--- config.mk ---
export PLATFORM = sky130hd
export DESIGN_NAME = multi_stage_trigger
export DESIGN_NICKNAME = d
export VERILOG_FILES = /design/src/rtl/multi_stage_trigger_pkg.sv /design/src/rtl/multi_stage_trigger_masked_match.sv /design/src/rtl/multi_stage_trigger.sv
export SDC_FILE = /design/constraint.sdc
export NUM_CORES = 1
export LEC_CHECK = 0
export BUFFER_PORTS_ARGS = -buffer_cell sky130_fd_sc_hd__buf_4
export CORE_MARGIN = 5
export CORE_UTILIZATION = 43
export DETAILED_ROUTE_END_ITERATION = 8
export MAX_ROUTING_LAYER = met4
export PLACE_DENSITY = 0.76
export REMOVE_ABC_BUFFERS = 1
export SYNTH_ARGS = -nofsm -noshare
export SYNTH_HDL_FRONTEND = slang
export SYNTH_SLANG_ARGS = --single-unit
--- constraint.sdc ---
create_clock -name clk -period 3.88 [get_ports clk]
set_clock_uncertainty 0.1 [all_clocks]
set_input_delay 0.194 -clock clk [delete_from_list [all_inputs] [get_ports clk]]
set_output_delay 0.194 -clock clk [all_outputs]
set_load 0.02 [all_outputs]
--- src/rtl/multi_stage_trigger_pkg.sv ---
// Shared types and constants for the multi-stage masked-pattern trigger.
// The default constants describe the 64-bit DES benchmark instance.
package multi_stage_trigger_pkg;

  typedef enum logic [1:0] {
    ST_DISARMED = 2'd0,
    ST_SEEK     = 2'd1,
    ST_FIRED    = 2'd2
  } state_e;

  // Width of the stage index, which must also be able to hold STAGES itself.
  function automatic int stage_w(input int stages);
    return $clog2(stages + 1);
  endfunction

  localparam int DES_DATA_W = 64;
  localparam int DES_STAGES = 4;

  localparam logic [DES_STAGES*DES_DATA_W-1:0] DES_PATTERNS = {
    64'hCAFE_F00D_5A5A_A5A5,  // stage 3
    64'h1357_9BDF_2468_ACE0,  // stage 2
    64'hDEAD_BEEF_0000_0000,  // stage 1
    64'h0123_4567_89AB_CDEF   // stage 0
  };

  localparam logic [DES_STAGES*DES_DATA_W-1:0] DES_MASKS = {
    64'hFFFF_FFFF_FFFF_FFFF,
    64'hFFFF_FFFF_FFFF_FF00,
    64'hFFFF_FFFF_0000_0000,
    64'hFFFF_FFFF_FFFF_FFFF
  };

endpackage

--- src/rtl/multi_stage_trigger_masked_match.sv ---
// Combinational compare of one data word against one pattern under a bit mask.
module multi_stage_trigger_masked_match #(
  parameter int DATA_W = 64
) (
  input  logic [DATA_W-1:0] data,
  input  logic              valid,
  input  logic [DATA_W-1:0] pattern,
  input  logic [DATA_W-1:0] mask,
  output logic              hit
);

  assign hit = valid & (((data ^ pattern) & mask) == '0);

endmodule

--- src/rtl/multi_stage_trigger.sv ---
// Ordered multi-stage trigger: each masked pattern must follow the previous
// one within a cycle window; the last match raises a sticky trigger.
module multi_stage_trigger
  import multi_stage_trigger_pkg::*;
#(
  parameter int                         DATA_W   = DES_DATA_W,
  parameter int                         STAGES   = DES_STAGES,
  parameter int                         WIN_W    = 5,
  parameter logic [STAGES*DATA_W-1:0]   PATTERNS = DES_PATTERNS,
  parameter logic [STAGES*DATA_W-1:0]   MASKS    = DES_MASKS
) (
  input  logic                         clk,
  input  logic                         rst,
  input  logic [DATA_W-1:0]            data_in,
  input  logic                         data_valid,
  input  logic                         arm,
  input  logic                         clear,
  output logic                         trig,
  output logic [stage_w(STAGES)-1:0]   stage,
  output logic [7:0]                   fire_count
);

  localparam int SW = stage_w(STAGES);
  // Counter values 0 .. 2**WIN_W-2 are in-window, i.e. 2**WIN_W-1 cycles.
  localparam logic [WIN_W-1:0] LAST_CNT = WIN_W'((2 ** WIN_W) - 2);

  state_e            state_q, state_d;
  logic [SW-1:0]     stage_q, stage_d;
  logic [WIN_W-1:0]  cnt_q, cnt_d;
  logic              trig_q, trig_d;
  logic [7:0]        fire_count_q, fire_count_d;

  logic [DATA_W-1:0] cur_pattern, cur_mask;
  logic              cur_hit, restart_hit;

  always_comb begin
    cur_pattern = '0;
    cur_mask    = '0;
    for (int k = 0; k < STAGES; k++) begin
      if (stage_q == SW'(k)) begin
        cur_pattern = PATTERNS[k*DATA_W +: DATA_W];
        cur_mask    = MASKS[k*DATA_W +: DATA_W];
      end
    end
  end

  multi_stage_trigger_masked_match #(.DATA_W(DATA_W)) u_cur_match (
    .data    (data_in),
    .valid   (data_valid),
    .pattern (cur_pattern),
    .mask    (cur_mask),
    .hit     (cur_hit)
  );

  // A timeout re-examines the same word as a fresh stage-0 candidate.
  multi_stage_trigger_masked_match #(.DATA_W(DATA_W)) u_restart_match (
    .data    (data_in),
    .valid   (data_valid),
    .pattern (PATTERNS[0 +: DATA_W]),
    .mask    (MASKS[0 +: DATA_W]),
    .hit     (restart_hit)
  );

  // NOTE: every always_comb target gets a default first so no path can infer a latch.
  always_comb begin
    state_d      = state_q;
    stage_d      = stage_q;
    cnt_d        = cnt_q;
    fire_count_d = fire_count_q;

    if (!arm) begin
      state_d = ST_DISARMED;
      stage_d = '0;
      cnt_d   = '0;
    end else begin
      unique case (state_q)
        ST_DISARMED: begin
          state_d = ST_SEEK;
          stage_d = '0;
          cnt_d   = '0;
        end
        ST_SEEK: begin
          if (clear) begin
            stage_d = '0;
            cnt_d   = '0;
          end else if (cur_hit) begin
            cnt_d = '0;
            if (stage_q == SW'(STAGES - 1)) begin
              state_d = ST_FIRED;
              stage_d = SW'(STAGES);
              if (fire_count_q != 8'hFF) fire_count_d = fire_count_q + 8'd1;
            end else begin
              stage_d = stage_q + SW'(1);
            end
          end else if (stage_q != '0) begin
            if (cnt_q == LAST_CNT) begin
              cnt_d   = '0;
              stage_d = restart_hit ? SW'(1) : '0;
            end else begin
              cnt_d = cnt_q + WIN_W'(1);
            end
          end
        end
        ST_FIRED: begin
          if (clear) begin
            state_d = ST_SEEK;
            stage_d = '0;
            cnt_d   = '0;
          end
        end
        default: begin
          state_d = ST_DISARMED;
          stage_d = '0;
          cnt_d   = '0;
        end
      endcase
    end

    trig_d = (state_d == ST_FIRED);
  end

  // NOTE: state flops use non-blocking assignments so every flop samples pre-edge values.
  always_ff @(posedge clk) begin
    if (!rst) begin
      state_q      <= ST_DISARMED;
      stage_q      <= '0;
      cnt_q        <= '0;
      trig_q       <= 1'b0;
      fire_count_q <= '0;
    end else begin
      state_q      <= state_d;
      stage_q      <= stage_d;
      cnt_q        <= cnt_d;
      trig_q       <= trig_d;
      fire_count_q <= fire_count_d;
    end
  end

  assign trig       = trig_q;
  assign stage      = stage_q;
  assign fire_count = fire_count_q;

endmodule
* Word level (Yosys, flattened, before mapping) *
Cells that the tools add are included.
W data, S select, Z words.

storage, ports and cells
  flip-flop bits (word level) = 19
  input bits = 69
  output and inout port bits = 12
  word-level logic and storage cells = 62

cells by class
  add/subtract/negate cells = 3
  equality and inequality tests = 11
  multiplexer cells = 28
  bitwise operators = 6
  reduce and logical (&&, ||, !) cells = 9

operator list
  cell                   number
  $mux W64               7
  $logic_not A64 Y1      2
  $and A64 B64 Y64       1
  $xor A64 B64 Y64       1
  $mux W57               1
  $not A32 Y32           1
  $mux W5                5
  $mux W3                6
  $mux W2                5
  $pmux W5 S2            1
  $add A8 B1 Y8 const B  1
  $ne A4 B4 Y1 const B   2
  $ne A8 B8 Y1 const B   1
  $eq A3 B2 Y1 const B   2
  $pmux W2 S3            1
  $pmux W3 S2            1
  $reduce_and A6 Y1      1
  $add A5 B1 Y5 const B  1
  $eq A5 B5 Y1 const B   1
  $eq A2 B2 Y1 const B   2
  $reduce_and A2 Y1      2
  $add A3 B1 Y3 const B  1
  $eq A3 B1 Y1 const B   1
  $logic_not A3 Y1       1
  other kinds (8)        9

* Depth between registers and ports, before layout *
  depth after elaboration = 14
  gate-level depth with buffers = 15
  depth with buffers taken out = 10

* Modules after synthesis *
From an unflattened synthesis, not the netlist that was laid out.

unflattened totals
  cells, all modules = 348
  area total of the unflattened synthesis = 2934.1 um^2

modules (own cells, without submodules)
  module                            times used  cells an instance  area each (um^2)  seq. area each (um^2)
  multi_stage_trigger_masked_match  2           106                893.4             0.0
  multi_stage_trigger               1           136                1147.4            380.4

* Least setup slack after synthesis *
OpenSTA, ideal clock, no wires.

  path type = flip-flop to flip-flop
  from = register stage_q[2], in the netlist stage[2]
  to = register cnt_q[3]
  setup time = 0.086 ns
  arrival = 3.562 ns
  data required time = 3.694 ns
  slack = 0.132 ns
  cell stages (with the launch flop) = 13
  buffers on the path = 3
  clock period less this slack = 3.748 ns
  cells stage by stage = dfxtp_1 clkbuf_1 inv_1 ha_1 clkbuf_1 or4_1 a211oi_2 nand4_1 a2111o_1 o211a_1 buf_6 or4_1 a211oi_1

between the ends
  word-level cells in the longest chain between the ends = 12
  elaborated cells on any way between the ends = 22
  classes of those cells = eq/ne (4); mux (11); bitwise (3); reduce/logical (4)

RTL lines
  item                    line                                    source
  from (decl)             multi_stage_trigger.sv:28               logic [SW-1:0] stage_q, stage_d;
  from (signal assigned)  multi_stage_trigger.sv:132              stage_q <= stage_d;
  $logic_not A3 Y1        multi_stage_trigger.sv:40               if (stage_q == SW'(k)) begin
  $mux W57                multi_stage_trigger.sv:40
  $mux W64 (3 in series)  multi_stage_trigger.sv:40
  $xor A64 B64 Y64        multi_stage_trigger_masked_match.sv:12  assign hit = valid & (((data ^ pattern) & mask) == '0);
  $and A64 B64 Y64        multi_stage_trigger_masked_match.sv:12
  $logic_not A64 Y1       multi_stage_trigger_masked_match.sv:12
  $and A1 B1 Y1           multi_stage_trigger_masked_match.sv:12
  $mux W5                 multi_stage_trigger.sv:86               end else if (cur_hit) begin
  $mux W5                 multi_stage_trigger.sv:83               if (clear) begin
  $pmux W5 S2             multi_stage_trigger.sv:76               unique case (state_q)
  to (signal assigned)    multi_stage_trigger.sv:133              cnt_q <= cnt_d;
  to (decl)               multi_stage_trigger.sv:29               logic [WIN_W-1:0] cnt_q, cnt_d;

Parallel ways exist; a longest one is shown, timed or not.
A chain may end at the register's enable or synchronous reset.

* Worst setup path after layout *
  from = register stage_q[0], in the netlist stage[0]
  to = register cnt_q[3]

The elaborated chain is that of the path after synthesis.

==> run_results.csv <==
group,metric,value,unit
run_status,outcome,"completed",
place,hpwlAfterDp,4860,um
power,seq_power_share,45.0,%
final_layout,final_nets,406,
timing,max_clock_freq,279,MHz
power,pwr_density_cell,170,mW/mm2
grt,grt_pass1_vias,2170,
route,drc,0,
power,share_comb_of_total_power,22.5,%
route,drt-initial-drc-count,141,
floorplan,die_area,0.00573,mm2
clock_network,ctsHtreeMaxLevel,1,
floorplan,row_count,23,
timing,report.final.slew_viol_count,0,
synth,synth_seq_cells,19,
grt,grt.overflow.total,0,
timing,whs,0.0997,ns
synth,synth_cell_types,59,
synth,synthCells,246,
job,cap_violations,0,
synth,avgSynthCellArea,7.54,um2
route,ant_nets,0,
clock_network,numClockSinks,19,
grt,track_usage,21.0,%
synth,synth-edff-count,0,
synth,async_flop_share,0,%
power,power.internal,327,uW
critical_path,startpoint,"stage[0]",
final_layout,syn2layout_area_growth,38.3,%
timing,relSlewSlack,57.2,%
critical_path,cp_max_fo,11,
route,wl_per_cell,15.3,um
floorplan,die_w,75.7,um
clock_network,cts_tree,"built",
floorplan,initial_utilization,45.4,%
critical_path,critPathCapture,"cnt_q[3]",
clock_network,clk_pin_slew,0.07,ns
place,place_area,0.00252,mm2
critical_path,crit_arrival,3.66,ns
timing,tightest_slew,0.636,ns
critical_path,cp-end-kind,"register",
timing,rsz0062_at_grt,"no",
critical_path,startpoint_type,"register",
synth,synthFlopType,"dfxtp_1",
place,globalplace.congestion,0.904,
clock_network,worstSkewPairLatency,0.26,ns
grt,antenna_found_initial,0,
timing,setup_tns,0,ns
critical_path,crit_required,3.96,ns
critical_path,r2r_cells,10,
final_layout,final_common_cell,"buf_4",
final_layout,layout_common_cells,"buf_4 (87), nor2_1 (24), dfxtp_1 (19)",
clock_network,cts_max_path_buffers,2,
clock_network,root_buffer,"clkbuf_8",
floorplan,design.core.area,0.00409,mm2
timing,period_share,92.2,%
place,port_buffers,80,
hold_path,hold_class,"in2reg",
timing,hold_violations,0,
final_layout,drive_gt1_share,29.9,%
route,finalWirelength,5800,um
clock_network,postCtsSetupRepairBufs,0,
timing,final-setup-viol-count,0,
power,swShare,25.1,%
floorplan,num_io_pins,81,
timing,layout_min_cycle_time,3.58,ns
route,drt_first_pass_iters,4,
final_layout,num_antenna_cells,0,
clock_network,cts_resized,0,
critical_path,r2r_setup_slack,0.30,ns
synth,ys_warn_count,0,
floorplan,die_y,75.7,um
power,p_leak,0.00103,uW
critical_path,worst-setup-path-type,"reg2reg",
route,vias_per_cell,5.85,
clock_network,ctsHoldBuffers,0,
route,vias,2213,
clock_network,cts_buffers,3,
critical_path,r2r_end,"cnt_q[3]",
critical_path,worstReg2RegStart,"stage[0]",
grt,grt_max_degree,17,
power,clkPwrFrac,32.4,%
synth,synth_area,0.00186,mm2
grt,grt_pass1_wl,9260,um
power,totalPowerFinal,436,uW
power,vdd_drop_max,0.275,mV
synth,yosysSeqAreaShare,20.5,%
power,switchingPower,110,uW
final_layout,fin_area,0.00257,mm2
==> cells in the mapped netlist, types with 2 or more instances <==
cell | count | area share, %
nand2b_1 | 3 | 1.0
and4b_1 | 3 | 1.6
nand2_1 | 14 | 2.8
o2bb2ai_1 | 2 | 0.94
or4_1 | 8 | 3.2
mux2i_1 | 6 | 3.2
o21a_1 | 2 | 0.81
and3_1 | 4 | 1.3
clkbuf_1 | 4 | 0.81
nand3_1 | 10 | 2.7
inv_1 | 13 | 2.6
buf_6 | 2 | 1.2
dfxtp_1 | 19 | 20
a221oi_1 | 2 | 0.94
nor3_1 | 9 | 2.4
o211ai_1 | 2 | 0.81
nor2b_1 | 6 | 2.0
o31a_1 | 3 | 1.4
ha_1 | 8 | 5.4
nand4_1 | 13 | 4.4
or3_1 | 2 | 0.67
nor3b_1 | 5 | 2.0
a21oi_1 | 11 | 3.0
xor2_1 | 2 | 0.94
a22o_1 | 2 | 0.94
buf_2 | 2 | 0.54
nor4_1 | 10 | 3.4
nor4bb_1 | 2 | 1.1
o31ai_1 | 3 | 1.2
nor2_1 | 24 | 4.9
a211oi_1 | 5 | 2.0
and2_1 | 3 | 1.0
a21o_1 | 3 | 1.2
mux2_2 | 2 | 1.2
o22ai_1 | 3 | 1.0
xnor2_1 | 4 | 1.9
o21ai_0 | 8 | 2.2
==> logic make-up after synthesis <==
family	share of synthesized area, %
AOI/OAI and AO/OA	22.8
xor gates and xnor gates	2.83
adders and majority gates	5.39
buffers and inverters	5.39
DFF	20.5
muxes	4.45
and+or+nand+nor	38.6
==> area by class of cell <==
class	count	area (um2)
Clock buffer	3	41.3
Timing Repair Buffer	87	653
Inverter	13	48.8
Tap cell	50	62.6
Multi-Input combinational cell	205	1380
Clock inverter	1	5.00
Fill cell	383	1520
Sequential cell	19	380
==> metal layers <==
metal / vias to the layer above / share of wire (%) / track usage, % / wire length [um]
met5: - / 0 / - / 0
met4: 0 / 1.9 / 7.57 / 110
met3: 11 / 10 / 3.03 / 595
met2: 81 / 48 / 36.1 / 2770
met1: 1004 / 40 / 24.7 / 2320
li1: 1117 / - / - / -
==> worst max-delay path, stage by stage, from the launching register on <==
cell      delay (ns)
dfxtp_1         0.43
inv_1           0.09
ha_1            0.33
nor4b_2         0.45
o211ai_1        0.15
a211oi_2        0.23
nand4_1         0.12
a2111o_1        0.51
o211a_1         0.37
or4_1           0.49
a211oi_1        0.22
==> sequential cells by signal, indices dropped and copies added (netlist names) <==
register	cells
cnt_q	5
fire_count	8
stage	3
state_q	2
trig	1
==> per-stage QoR <==
step           setup slack [ns]  std cells  util (%)
5_1_grt                  0.0220        378      62.8
6_report                  0.302        378      62.8
2_1_floorplan             0.190        237         -
4_1_cts                   0.310        378      62.8
3_5_place_dp              0.307        374      61.7
3_3_place_gp              0.432        374      61.7
==> worst min-delay path by stage <==
stage               start       endpoint  depth (start not counted)
detailed placement    rst  fire_count[6]                          2
finish                rst  fire_count[6]                          2
CTS                   rst  fire_count[6]                          2
global route          rst  fire_count[6]                          2
global placement      rst  fire_count[6]                          2
floorplan             rst  fire_count[6]                          1
==> power by group through the flow <==
stage | Clock [uW] | Combinational [uW] | Sequential [uW]
2_1_floorplan | 0 | 27.4 | 201
3_3_place_gp | 0 | 96.9 | 201
3_5_place_dp | 0 | 97.8 | 201
4_1_cts | 144 | 98.1 | 196
5_1_grt | 151 | 108 | 197
6_report | 142 | 98.4 | 196
Power figures use the tool's default switching activity.
